### config.mk
export PLATFORM = sky130hd
export DESIGN_NAME = freq_div_param
export DESIGN_NICKNAME = d
export VERILOG_FILES = /design/src/rtl/freq_div_pkg.sv /design/src/rtl/freq_div_param_tc_counter.sv /design/src/rtl/freq_div_param.sv
export SDC_FILE = /design/constraint.sdc
export NUM_CORES = 1
export LEC_CHECK = 0
export ABC_AREA = 1
export CELL_PAD_IN_SITES_DETAIL_PLACEMENT = 0
export CELL_PAD_IN_SITES_GLOBAL_PLACEMENT = 2
export CORE_UTILIZATION = 35
export DETAILED_ROUTE_END_ITERATION = 10
export PLACE_DENSITY_LB_ADDON = 0.1
export SLEW_MARGIN = 20
export SYNTH_ARGS = -nofsm -noshare
export SYNTH_HDL_FRONTEND = slang
export SYNTH_SLANG_ARGS = --single-unit
### constraint.sdc
create_clock -name clk -period 3.7 [get_ports clk]
set_clock_uncertainty 0.15 [all_clocks]
set_input_delay 0.74 -clock clk [delete_from_list [all_inputs] [get_ports clk]]
set_output_delay 0.74 -clock clk [all_outputs]
set_load 0.01 [all_outputs]
### src/rtl/freq_div_pkg.sv
// Shared constants and helpers for the programmable clock-enable / scan-select generator.
package freq_div_pkg;

  localparam int unsigned DIV_DEFAULT_C = 32'd49_999_999;
  localparam int unsigned SCAN_DIV_C    = 32'd32_767;

  // Select width for n scan positions; never narrower than one bit.
  function automatic int sel_width(input int n);
    return (n > 2) ? $clog2(n) : 1;
  endfunction

endpackage

### src/rtl/freq_div_param_tc_counter.sv
// Terminal-count counter: counts enabled cycles up to term_i, then wraps and strobes tc_o.
// wrap_o is the combinational "this edge wraps" flag so a caller can register an edge in lockstep with tc_o.
module tc_counter
  import freq_div_pkg::*;
#(
  parameter int W = 8
) (
  input  logic         clk,
  input  logic         rst_n,
  input  logic         en_i,
  input  logic         load_i,
  input  logic [W-1:0] term_i,
  output logic         wrap_o,
  output logic         tc_o
);

  logic [W-1:0] cnt_q, cnt_d;
  logic         tc_q, tc_d;

  // Load clears the count and beats enable; otherwise count up to the terminal value.
  always_comb begin
    cnt_d  = cnt_q;
    tc_d   = 1'b0;
    wrap_o = 1'b0;
    if (load_i) begin
      cnt_d = '0;
    end else if (!en_i) begin
      cnt_d = cnt_q;
    end else if (cnt_q == term_i) begin
      cnt_d  = '0;
      tc_d   = 1'b1;
      wrap_o = 1'b1;
    end else begin
      cnt_d = cnt_q + W'(1);
    end
  end

  always_ff @(posedge clk or negedge rst_n) begin
    if (!rst_n) begin
      cnt_q <= '0;
      tc_q  <= 1'b0;
    end else begin
      cnt_q <= cnt_d;
      tc_q  <= tc_d;
    end
  end

  assign tc_o = tc_q;

endmodule

### src/rtl/freq_div_param.sv
// Runtime-programmable clock divider with tick strobe plus an N-way display scan selector.
// Define FREQ_DIV_SCAN_EN to build the scan channel; otherwise scan_sel and scan_tick are tied to 0.
module freq_div_param
  import freq_div_pkg::*;
#(
  parameter int          CNT_W       = 27,
  parameter int unsigned DIV_DEFAULT = DIV_DEFAULT_C,
  parameter int          SCAN_CNT_W  = 15,
  parameter int unsigned SCAN_DIV    = SCAN_DIV_C,
  parameter int          N_SCAN      = 4,
  parameter int          SEL_W       = sel_width(N_SCAN)
) (
  input  logic             clk,
  input  logic             rst_n,
  input  logic             en,
  input  logic             div_load,
  input  logic [CNT_W-1:0] div_val,
  output logic             clk_out,
  output logic             tick,
  output logic [SEL_W-1:0] scan_sel,
  output logic             scan_tick
);

  logic [CNT_W-1:0] div_q, div_d;
  logic             clk_out_q, clk_out_d;
  logic             main_wrap_s;
  logic             main_tc_s;

  tc_counter #(.W(CNT_W)) u_main (
    .clk    (clk),
    .rst_n  (rst_n),
    .en_i   (en),
    .load_i (div_load),
    .term_i (div_q),
    .wrap_o (main_wrap_s),
    .tc_o   (main_tc_s)
  );

  // clk_out flips on the same edge that registers the tick strobe.
  always_comb begin
    div_d     = div_q;
    clk_out_d = clk_out_q;
    if (div_load) begin
      div_d = div_val;
    end else if (main_wrap_s) begin
      clk_out_d = ~clk_out_q;
    end else begin
      clk_out_d = clk_out_q;
    end
  end

  always_ff @(posedge clk or negedge rst_n) begin
    if (!rst_n) begin
      div_q     <= CNT_W'(DIV_DEFAULT);
      clk_out_q <= 1'b0;
    end else begin
      div_q     <= div_d;
      clk_out_q <= clk_out_d;
    end
  end

  assign clk_out = clk_out_q;
  assign tick    = main_tc_s;

`ifdef FREQ_DIV_SCAN_EN
  logic             scan_wrap_s;
  logic             scan_tc_s;
  logic [SEL_W-1:0] sel_q, sel_d;

  tc_counter #(.W(SCAN_CNT_W)) u_scan (
    .clk    (clk),
    .rst_n  (rst_n),
    .en_i   (en),
    .load_i (1'b0),
    .term_i (SCAN_CNT_W'(SCAN_DIV)),
    .wrap_o (scan_wrap_s),
    .tc_o   (scan_tc_s)
  );

  always_comb begin
    sel_d = sel_q;
    if (scan_wrap_s) begin
      if (sel_q == SEL_W'(N_SCAN - 1)) begin
        sel_d = '0;
      end else begin
        sel_d = sel_q + SEL_W'(1);
      end
    end else begin
      sel_d = sel_q;
    end
  end

  always_ff @(posedge clk or negedge rst_n) begin
    if (!rst_n) begin
      sel_q <= '0;
    end else begin
      sel_q <= sel_d;
    end
  end

  assign scan_sel  = sel_q;
  assign scan_tick = scan_tc_s;
`else
  assign scan_sel  = '0;
  assign scan_tick = 1'b0;
`endif

endmodule
======== Word level (Yosys, flattened, before mapping) ========
Index checks and enable logic that the tools add are counted.
cells by class
  add/subtract/negate cells ............... 1
  equal/unequal tests ..................... 1
  muxes and demuxes ....................... 6
  bitwise gates (word level) .............. 2
  reductions and logical operators ........ 2
operators by type and width
  cell                                            count
  2-to-1 mux 27 bit                               3
  adder 27 x 1 -> 27 bit (second input constant)  1
  == test 27 bit                                  1
  2-to-1 mux 1 bit                                3
  inverter 1 bit                                  2
  AND reduction 2 bit                             1
  nonzero test 2 bit                              1
storage, ports and cells
  bits in registers ....................... 56
  input port bits ......................... 31
  logic and storage cells ................. 16

======== Depth between registers and ports, before layout ========
Gate-level depths: netlist (run 1).
  depth in word-level cells ............... 5
  mapped depth ............................ 11
  mapped depth without buffers ............ 11

======== Cells and area by module ========
From an unflattened synthesis (run 1), not the netlist that was laid out.
unflattened totals
  cell total of the unflattened synthesis .. 433
  area, all modules ....................... 3278.1 um^2
by module, submodules not included
  module          instances  cells an instance  area an instance (um^2)
  tc_counter      1          308                2152.1
  freq_div_param  1          125                1126.1

======== Least setup slack after synthesis (run 1) ========
OpenSTA, ideal clock, no wires.
  path kind ............................... input-to-reg
  start point ............................. input port en
  end point ............................... register u_main.cnt_q[17]
  data arrival time ....................... 1539 ps
  path slack .............................. 1934 ps
  stages .................................. 5
  buffers on the path ..................... 2
  cells stage by stage .................... nor2_1 buf_2 clkbuf_1 nand2_1 o21ai_1
on the way
  word-level cells in the longest chain between the ends .. 1
ends and longest elaborated chain
  element                       line                             RTL
  start: declaration            freq_div_param.sv:15             input logic en,
  nonzero test 2 bit (no line)  n/a
  end signal: assignment        freq_div_param_tc_counter.sv:43  cnt_q <= cnt_d;
  end: declaration              freq_div_param_tc_counter.sv:17  logic [W-1:0] cnt_q, cnt_d;
No other way between the ends.
A chain may end at the register's enable or synchronous reset.

======== Worst setup path in the final report (run 1) ========
  start point ............................. input port div_load
  end point ............................... register u_main.cnt_q[4]
on the way
  word-level cells in the longest chain between the ends .. 1
  elaborated cells on any way between the ends .. 2
  those cells by class .................... mux (1); reduce/logical (1)
ends and longest elaborated chain
  element                                                  line                  RTL
  start: declaration                                       freq_div_param.sv:16  input logic div_load,
  2-to-1 mux 27 bit or nonzero test 2 bit (tied branches)  n/a
Several ways; a longest one is shown, not always the timed one.

==> run_results.csv, run 1 <==
group,metric,value,unit
clocking,clk_pin_slew,0.10,ns
finish,final_common_cell,"nand2_1",
pwr,p_int,951.0,uW
finish,area_growth,16.54,%
drt,drc,0,
drt,drt_iter0_drc,99,
die,fp.dieH,97.52,microns
grt,grt_first_pass_wirelength,13360,microns
synthesis,ys.flop_type,"dfrtp_1",
placement,port_buffers,32,
grt,overflow,0,
drt,wirelength,7838,microns
synthesis,synth_cell_types,32,
synthesis,async_reset_ff_frac,1.000,
setup_path,crit_path_top_delay_cell,"clkdlybuf4s50_1",
clocking,cts.sinks,56,
synthesis,ys_seq_area_frac,0.4459,
timing,fmax,410.8,MHz
timing,finalSetupViolCount,0,
placement,gp_congestion,0.8112,
finish,n_antenna_cell,0,
pwr,switching_share,0.2637,
pwr,p_sw,340.6,uW
timing,final-max-slew-violation-count,0,
timing,period_needed,2.434,ns
run,drv_cap,0,
drt,drt-wirelength-per-cell,13.82,microns
run_status,status,"finished clean",
clocking,cts-htree-levels,2,
drt,vias_per_cell,4.586,
die,rows,34,
synthesis,netlist_area,3193,sq um
setup_path,start_kind,"input port",
setup_path,slowest_delay,0.50,ns
synthesis,avgSynthCellArea,7.495,sq um
finish,drive_gt1_frac,0.1133,
timing,hold_viol,0,
finish,design_area,3721,sq um
setup_path,crit_required,3.72,ns
clocking,cts_tree,"yes",
die,ios,36,
setup_path,path_cells,"clkdlybuf4s50_1 > buf_4 > clkinv_1 > nand2_4 > a21oi_1",
setup_path,endpoint_kind,"flop",
timing,finalSetupTns,0,ns
pwr,power.density,347.1,nW/um^2
timing,slew_headroom,0.5617,
synthesis,ys_warn_count,0,
placement,placed_area,3611,sq um
pwr,irDropWorstVdd,123.9,uV
pwr,pwr-share-seq,0.545,
finish,nets,490,
setup_path,critPathMaxFanout,19,
clocking,post-cts-setup-buffer-count,0,
grt,grt_max_degree,47,
placement,detailed_place_hpwl,5856,microns
clocking,numCtsBuffers,5,
clocking,clk_path_buf_depth,2,
finish,final_cell_mix,"171 x nand2_1, 38 x dfrtp_1, 34 x inv_1",
timing,rsz0062_at_grt,"false",
pwr,power_frac_clock,0.314,
setup_path,critPathBufInv,3,
synthesis,syn_inst,426,
drt,first_pass_iters,4,
grt,grt_pass1_vias,2512,
grt,antenna_found_initial,0,
die,die_x,97.52,microns
setup_path,critPathArrivalTime,2.45,ns
die,die_area,9509,sq um
clocking,cts_hold_buffers,0,
die,start_util,0.3644,
setup_path,crit_family,"buffers and inverters",
pwr,pwr-share-comb,0.142,
synthesis,synth-edff-count,0,
pwr,power,1.292,mW
die,core_area,8763,sq um
pwr,p_leak,1.617,nW
synthesis,yosys_register_bits,56,
grt,grtUsageTotal,0.1791,
setup_path,worstSetupPathType,"input port to flop",
clocking,cts_root_buffer,"clkbuf_8",
clocking,cts_resized,0,
drt,num_vias,2600,
hold_path,hold_class,"input port to async pin",
timing,finalCritPeriodShare,0.6579,
timing,tightest_slew,0.6567,ns
drt,ant_nets,0,
clocking,clk_latency,0.31,ns
worst paths after layout:
| check | depth (start not counted) | slack, ns | start | to |
|---|---|---|---|---|
| hold / removal | 1 | 0.27 | rst_n | div_q[24]$_DFFE_PN0P_ |
| hold reg to reg | 2 | 0.32 | div_q[15]$_DFFE_PN1P_ | div_q[15]$_DFFE_PN1P_ |
| min in group clk | 2 | 0.32 | div_q[15]$_DFFE_PN1P_ | div_q[15]$_DFFE_PN1P_ |
| max in group asynchronous | 2 | 2.51 | rst_n | u_main.cnt_q[5]$_DFFE_PN0P_ |
| setup reg to reg | 9 | 1.72 | u_main.cnt_q[0]$_DFFE_PN0P_ | u_main.cnt_q[14]$_DFFE_PN0P_ |
| setup / recovery | 5 | 1.27 | div_load | u_main.cnt_q[4]$_DFFE_PN0P_ |
sequential cells by signal, indices dropped and copies added, names as in the netlist:
name and flops:
u_main.cnt_q 27, div_q 27, u_main.tc_o 1, clk_out 1
power groups by stage:
stage          Combinational [mW]  Sequential [mW]  Clock, mW
2_1_floorplan               0.118            0.704          0
3_3_place_gp                0.185            0.714          0
3_5_place_dp                0.187            0.715          0
4_1_cts                     0.188            0.704      0.429
5_1_grt                     0.211            0.711      0.453
6_report                    0.183            0.703      0.405
Yosys cell counts, types with 3 or more instances:
cell type,instances,area share
nor2_4,3,0.011
o21ai_1,5,0.0078
xnor2_1,23,0.063
nand2_2,4,0.0078
nor2_1,31,0.036
nor2_2,6,0.012
nor3_2,3,0.0094
nand3_1,11,0.017
nand2_1,171,0.20
xor2_1,10,0.027
o21ai_0,18,0.028
buf_4,3,0.0071
nor3_1,3,0.0047
inv_1,34,0.040
nand4_1,6,0.012
clkbuf_1,7,0.0082
dfrtp_1,38,0.30
a21oi_1,16,0.025
dfstp_2,18,0.15
per-stage QoR:
stage          instances    util  worst slack [ns]  hold slack, ns
4_1_cts              567  0.4243             1.235          0.3279
2_1_floorplan        428       -             1.934          0.2944
5_1_grt              567  0.4246             1.073          0.3179
3_5_place_dp         559  0.4121            0.8908          0.3109
3_3_place_gp         559  0.4121            0.9371          0.3112
6_report             567  0.4246             1.266          0.2737
cell type report:
cell class / instances / area (sq um)
Inverter: 37 / 138.9
Tap cell: 108 / 135.1
Clock inverter: 2 / 35.03
Timing Repair Buffer: 36 / 347.8
Sequential cell: 56 / 1424
Multi-Input combinational cell: 322 / 1568
Fill cell: 940 / 5042
Clock buffer: 6 / 72.57
worst reg2reg max path, stage by stage, from the launching register on:
cell     delay, ns
dfrtp_1       0.47
ha_1          0.19
inv_1         0.08
nor2_4        0.15
nand2_2       0.11
nor2_4        0.18
nand2_1       0.16
nor2_1        0.15
xor2_1        0.16
a21oi_1       0.05
kinds of logic after synthesis:
kind of cell / Yosys count / share of synthesized area
compound gates: 41 / 0.06622
fa+ha+maj: 1 / 0.003918
flops: 56 / 0.4459
other cells: 1 / 0.001174
simple gates: 244 / 0.3268
xor+xnor: 33 / 0.09051
buf+inv: 50 / 0.06544
per-layer routing:
layer  track usage  wire length, microns  part of all wire
met4       0.04072                    51            0.0065
met3       0.02590                   283             0.036
met2        0.2743                  3461              0.44
met5             0                     0                 0
met1        0.2659                  4042              0.52
Note: power is estimated with default switching activity, not from simulation.
==> run 2: changes to the inputs <==
--- a/config.mk
+++ b/config.mk
@@ -8,7 +8,7 @@
 export ABC_AREA = 1
 export CELL_PAD_IN_SITES_DETAIL_PLACEMENT = 0
 export CELL_PAD_IN_SITES_GLOBAL_PLACEMENT = 2
-export CORE_UTILIZATION = 35
+export CORE_UTILIZATION = 32
 export DETAILED_ROUTE_END_ITERATION = 10
 export PLACE_DENSITY_LB_ADDON = 0.1
 export SLEW_MARGIN = 20
==> constraint.sdc (replaced) <==
create_clock -name clk -period 2.5 [get_ports clk]
set_clock_uncertainty 0.15 [all_clocks]
set_input_delay 0.5 -clock clk [delete_from_list [all_inputs] [get_ports clk]]
set_output_delay 0.5 -clock clk [all_outputs]
set_load 0.01 [all_outputs]
==> run_results.csv, run 2 (synthesis results as in run 1) <==
group,metric,value,unit
setup_path,crit_required,2.56,ns
grt,antenna_found_initial,0,
finish,drive_gt1_frac,0.1234,
setup_path,r2r_setup_slack,0.52,ns
clocking,cts_tree,"yes",
timing,rsz0062_at_grt,"false",
drt,first_pass_iters,5,
setup_path,worstSetupPathType,"input port to flop",
placement,post-place-ws,-0.1827,ns
finish,nets,493,
grt,grt_max_degree,39,
die,die_area,10380,sq um
clocking,clk_latency,0.31,ns
drt,num_vias,2636,
run_status,status,"finished clean",
drt,wirelength,7867,microns
die,fp.dieH,101.9,microns
finish,postLayoutCoreUtil,0.3876,
setup_path,slowest_delay,0.49,ns
setup_path,crit_family,"buffers and inverters",
drt,vias_per_cell,4.430,
pwr,p_leak,1.627,nW
clocking,clk_pin_slew,0.11,ns
die,die_x,101.9,microns
grt,grtUsageTotal,0.1707,
placement,port_buffers,32,
die,ios,36,
clocking,clk_path_buf_depth,2,
setup_path,critPathBufInv,4,
timing,finalSetupViolCount,0,
timing,final-max-slew-violation-count,0,
timing,hold_viol,0,
clocking,cts-htree-levels,2,
timing,fmax,485.8,MHz
setup_path,rr_worst_depth,9,
run,drv_cap,0,
grt,grt_first_pass_wirelength,13410,microns
setup_path,worstReg2RegEnd,"u_main.cnt_q[14]$_DFFE_PN0P_",
drt,ant_nets,0,
finish,final_cell_mix,"171 x nand2_1, 38 x dfrtp_1, 34 x inv_1",
timing,finalCritPeriodShare,0.8233,
die,start_util,0.3282,
finish,area_growth,18.10,%
clocking,post-cts-setup-buffer-count,0,
setup_path,critPathArrivalTime,2.12,ns
setup_path,crit_path_top_delay_cell,"clkdlybuf4s50_1",
finish,n_antenna_cell,0,
hold_path,hold_class,"input port to async pin",
setup_path,r2r_start,"u_main.cnt_q[1]$_DFFE_PN0P_",
clocking,cts.sinks,56,
setup_path,critPathMaxFanout,38,
pwr,irDropWorstVdd,224.1,uV
drt,drt_iter0_drc,163,
grt,overflow,0,
timing,tightest_slew,0.6096,ns
die,core_area,9729,sq um
placement,gp_congestion,0.7906,
pwr,power.density,489.0,nW/um^2
setup_path,endpoint_kind,"flop",
die,rows,36,
clocking,numCtsBuffers,5,
setup_path,path_cells,"clkdlybuf4s50_1 > buf_4 > clkinv_1 > buf_4 > nand2_1 > nand2_1",
pwr,power,1.844,mW
grt,grt_pass1_vias,2481,
finish,reg_top3,"div_q (27), u_main.cnt_q (27)",
finish,final_common_cell,"nand2_1",
timing,fin_ws,0.4417,ns
clocking,cts_hold_buffers,0,
drt,drc,0,
timing,slew_headroom,0.5936,
clocking,cts_root_buffer,"clkbuf_8",
timing,period_needed,2.058,ns
placement,detailed_place_hpwl,6002,microns
setup_path,start_kind,"input port",
drt,drt-wirelength-per-cell,13.22,microns
==> run 2: layout make-up <==
cell class	instances	area (sq um)
Timing Repair Buffer	39	380.4
Sequential cell	56	1424
Clock inverter	3	22.52
Multi-Input combinational cell	322	1570
Inverter	37	138.9
Clock buffer	5	68.82
Tap cell	133	166.4
Fill cell	1078	5958
==> run 2: layer usage <==
metal,global-route usage,vias to the layer above,part of all wire
met3,0.02462,5,0.027
met4,0.03297,0,0.0069
met2,0.2687,41,0.45
met5,0,-,0
li1,-,1385,-
met1,0.2508,1205,0.52
==> run 2: worst max-delay path by stage <==
stage,start,to,slack [ns],cells after the start
final,div_load,div_q[8]$_DFFE_PN0P_,0.44,6
after global routing,div_load,div_q[18]$_DFFE_PN0P_,0.27,6
after CTS,div_load,u_main.cnt_q[9]$_DFFE_PN0P_,0.15,6
after detailed placement,div_load,u_main.cnt_q[4]$_DFFE_PN0P_,-0.18,6
after global placement,div_load,u_main.cnt_q[10]$_DFFE_PN0P_,-0.06,6
after floorplan,u_main.cnt_q[0]$_DFFE_PN0P_,u_main.cnt_q[14]$_DFFE_PN0P_,0.88,9
==> run 2: timing repair <==
action | in CTS | in global routing
endpoints found under the hold margin | 0 | 0
endpoints found under the setup margin | 0 | 7
resized for setup | 0 | 1
==> run 2: worst register-to-register path, delay by kind of cell, from the launching register on <==
family | cells | cell delay [ns]
and+or+nand+nor | 5 | 0.77
AOI/OAI and AO/OA | 1 | 0.05
buffers and inverters | 1 | 0.07
adders and majority gates | 1 | 0.19
xor gates and xnor gates | 1 | 0.16
DFF | 1 | 0.46
==> run 2: metrics by stage <==
step,setup TNS (ns),cells,cell area (sq um),hold WS (ns)
after CTS,0,595,3769,0.05673
after detailed placement,-1.998,587,3677,0.3140
after global routing,0,595,3771,0.07418
after floorplan,0,428,3201,0.05441
final,0,595,3771,0.03410
after global placement,-0.3008,587,3677,0.3108
==> run 2: report_power, final <==
part	switching, mW	internal [mW]	leakage [nW]
registers	0.0598	0.983	0.700
logic	0.146	0.131	0.878
clock network	0.322	0.202	0.0485
==> run 3: changes to the inputs <==
--- a/config.mk
+++ b/config.mk
@@ -8,7 +8,7 @@
 export ABC_AREA = 1
 export CELL_PAD_IN_SITES_DETAIL_PLACEMENT = 0
 export CELL_PAD_IN_SITES_GLOBAL_PLACEMENT = 2
-export CORE_UTILIZATION = 32
+export CORE_UTILIZATION = 29
 export DETAILED_ROUTE_END_ITERATION = 10
 export PLACE_DENSITY_LB_ADDON = 0.1
 export SLEW_MARGIN = 20
==> constraint.sdc (replaced) <==
create_clock -name clk -period 1.7 [get_ports clk]
set_clock_uncertainty 0.15 [all_clocks]
set_input_delay 0.34 -clock clk [delete_from_list [all_inputs] [get_ports clk]]
set_output_delay 0.34 -clock clk [all_outputs]
set_load 0.01 [all_outputs]
==> run_results.csv, run 3 (synthesis results as in run 1) <==
group,metric,value,unit
run_status,status,"finished with violations",
run_status,violations,"negative setup slack",
clocking,clk_pin_slew,0.10,ns
grt,busiest_layer,"met2",
grt,grt_util_met1,0.2314,
finish,drive_gt1_frac,0.2456,
setup_path,r2r_start,"div_q[21]$_DFFE_PN1P_",
die,die_x,106.9,microns
drt,num_vias,2727,
die,start_util,0.3038,
pwr,power,3.024,mW
finish,area_growth,35.58,%
finish,final_cell_mix,"165 x nand2_1, 52 x buf_4, 36 x dfrtp_1",
setup_path,path_cells,"xnor2_2 > nand2_2 > nor2_4 > nand2_2 > nor2_4 > nand2_4 > nand2_4 > a21oi_1",
clocking,cts_root_buffer,"clkbuf_8",
placement,detailed_place_hpwl,6488,microns
clocking,clk_path_buf_depth,2,
timing,finalSetupViolCount,27,
setup_path,crit_path_top_delay_cell,"dfstp_2",
hold_path,hold_class,"flop to flop",
die,die_area,11430,sq um
hold_path,worstHoldPathCells,2,
clocking,cts_tree,"yes",
drt,drt-wirelength-per-cell,12.70,microns
setup_path,slowest_delay,0.59,ns
grt,grtUsageMet2,0.2465,
finish,reg_top3,"div_q (27), u_main.cnt_q (27)",
clocking,cts.sinks,56,
timing,rsz0062_at_grt,"true",
setup_path,start_kind,"flop",
hold_path,hold-path-endpoint,"div_q[3]$_DFFE_PN1P_",
drt,drc,0,
hold_path,hp-start,"div_q[3]$_DFFE_PN1P_",
clocking,numCtsBuffers,5,
pwr,power.density,698.5,nW/um^2
grt,grt_max_degree,25,
grt,use_met3,0.02249,
timing,period_needed,1.767,ns
grt,grt_first_pass_wirelength,13920,microns
timing,final-max-slew-violation-count,0,
grt,overflow,0,
timing,fin_ws,-0.06681,ns
grt,antenna_found_initial,0,
setup_path,critPathArrivalTime,1.82,ns
die,core_area,10510,sq um
finish,n_antenna_cell,0,
pwr,p_leak,1.968,nW
setup_path,endpoint_kind,"flop",
setup_path,worstSetupPathType,"flop to flop",
placement,placed_area,4059,sq um
timing,fmax,566.0,MHz
drt,vias_per_cell,4.202,
clocking,clk_latency,0.31,ns
drt,first_pass_iters,4,
drt,wirelength,8245,microns
die,ios,36,
timing,whs,0.3223,ns
run,drv_cap,0,
setup_path,rr_worst_depth,8,
drt,ant_nets,0,
finish,design_area,4329,sq um
setup_path,r2r_setup_slack,-0.07,ns
pwr,irDropWorstVdd,354.3,uV
timing,hold_viol,0,
clocking,cts-htree-levels,2,
die,rows,37,
placement,port_buffers,32,
grt,grtUsageTotal,0.1595,
placement,gp_congestion,0.7946,
setup_path,critPathMaxFanout,15,
drt,drt_iter0_drc,102,
grt,grt_pass1_vias,2739,
die,fp.dieH,106.9,microns
setup_path,crit_required,1.75,ns
finish,final_common_cell,"nand2_1",
setup_path,worstReg2RegEnd,"u_main.cnt_q[5]$_DFFE_PN0P_",
timing,finalCritPeriodShare,1.039,
finish,nets,544,
-- run 3: worst max path at each step --
| stage | from | endpoint | slack (ns) | cells after the start |
|---|---|---|---|---|
| CTS | div_q[21]$_DFFE_PN1P_ | u_main.cnt_q[5]$_DFFE_PN0P_ | -0.19 | 8 |
| global placement | div_load | u_main.cnt_q[4]$_DFFE_PN0P_ | -0.24 | 7 |
| finish | div_q[21]$_DFFE_PN1P_ | u_main.cnt_q[5]$_DFFE_PN0P_ | -0.07 | 8 |
| floorplan | u_main.cnt_q[0]$_DFFE_PN0P_ | u_main.cnt_q[14]$_DFFE_PN0P_ | 0.08 | 9 |
| detailed placement | div_load | u_main.cnt_q[26]$_DFFE_PN0P_ | -0.31 | 5 |
| global route | u_main.cnt_q[0]$_DFFE_PN0P_ | u_main.cnt_q[16]$_DFFE_PN0P_ | -0.19 | 9 |
-- run 3: critical path, delay by kind of cell (launching register included) --
family                    cells  cell delay (ns)
and+or+nand+nor               6             0.69
AOI/OAI and AO/OA             1             0.10
xor gates and xnor gates      1             0.12
DFF                           1             0.59
-- run 3: per-stage QoR --
stage	setup TNS (ns)	utilization	setup WS [ns]	cells
floorplan	0	-	0.07945	428
global placement	-5.051	0.3862	-0.2364	637
detailed placement	-6.593	0.3862	-0.3062	637
CTS	-4.589	0.4020	-0.1938	648
global route	-4.315	0.4120	-0.1907	649
finish	-1.067	0.4120	-0.06681	649
-- run 3: what timing repair did --
item | in CTS | in global routing
resized for setup | 4 | 31
pin swaps | 5 | 16
hold buffers | 1 | 0
setup buffers | 2 | 1
endpoints found under the setup margin | 30 | 30
gates cloned | 0 | 0
hold endpoints to repair | 6 | 0
-- run 3: metal layers --
metal  vias to the layer above  part of all wire  wire length [microns]
met5                         -                 0                      0
met4                         0             0.013                    104
met3                         8             0.021                    177
met2                        30              0.44                   3654
met1                      1204              0.52                   4308
li1                       1485                 -                      -
-- run 3: layout make-up --
class                           instances  area, sq um
Clock buffer                            7        96.34
Clock inverter                          1        30.03
Fill cell                            1080         6180
Inverter                               37        138.9
Multi-Input combinational cell        322         1668
Sequential cell                        56         1426
Tap cell                              136        170.2
Timing Repair Buffer                   90        799.5
-- run 3: where the power goes --
group / total [mW] / switching [mW] / internal (mW)
Clock: 0.982 / 0.461 / 0.521
Sequential: 1.52 / 0.0763 / 1.45
Combinational: 0.520 / 0.260 / 0.260
Total: 3.02 / 0.797 / 2.23
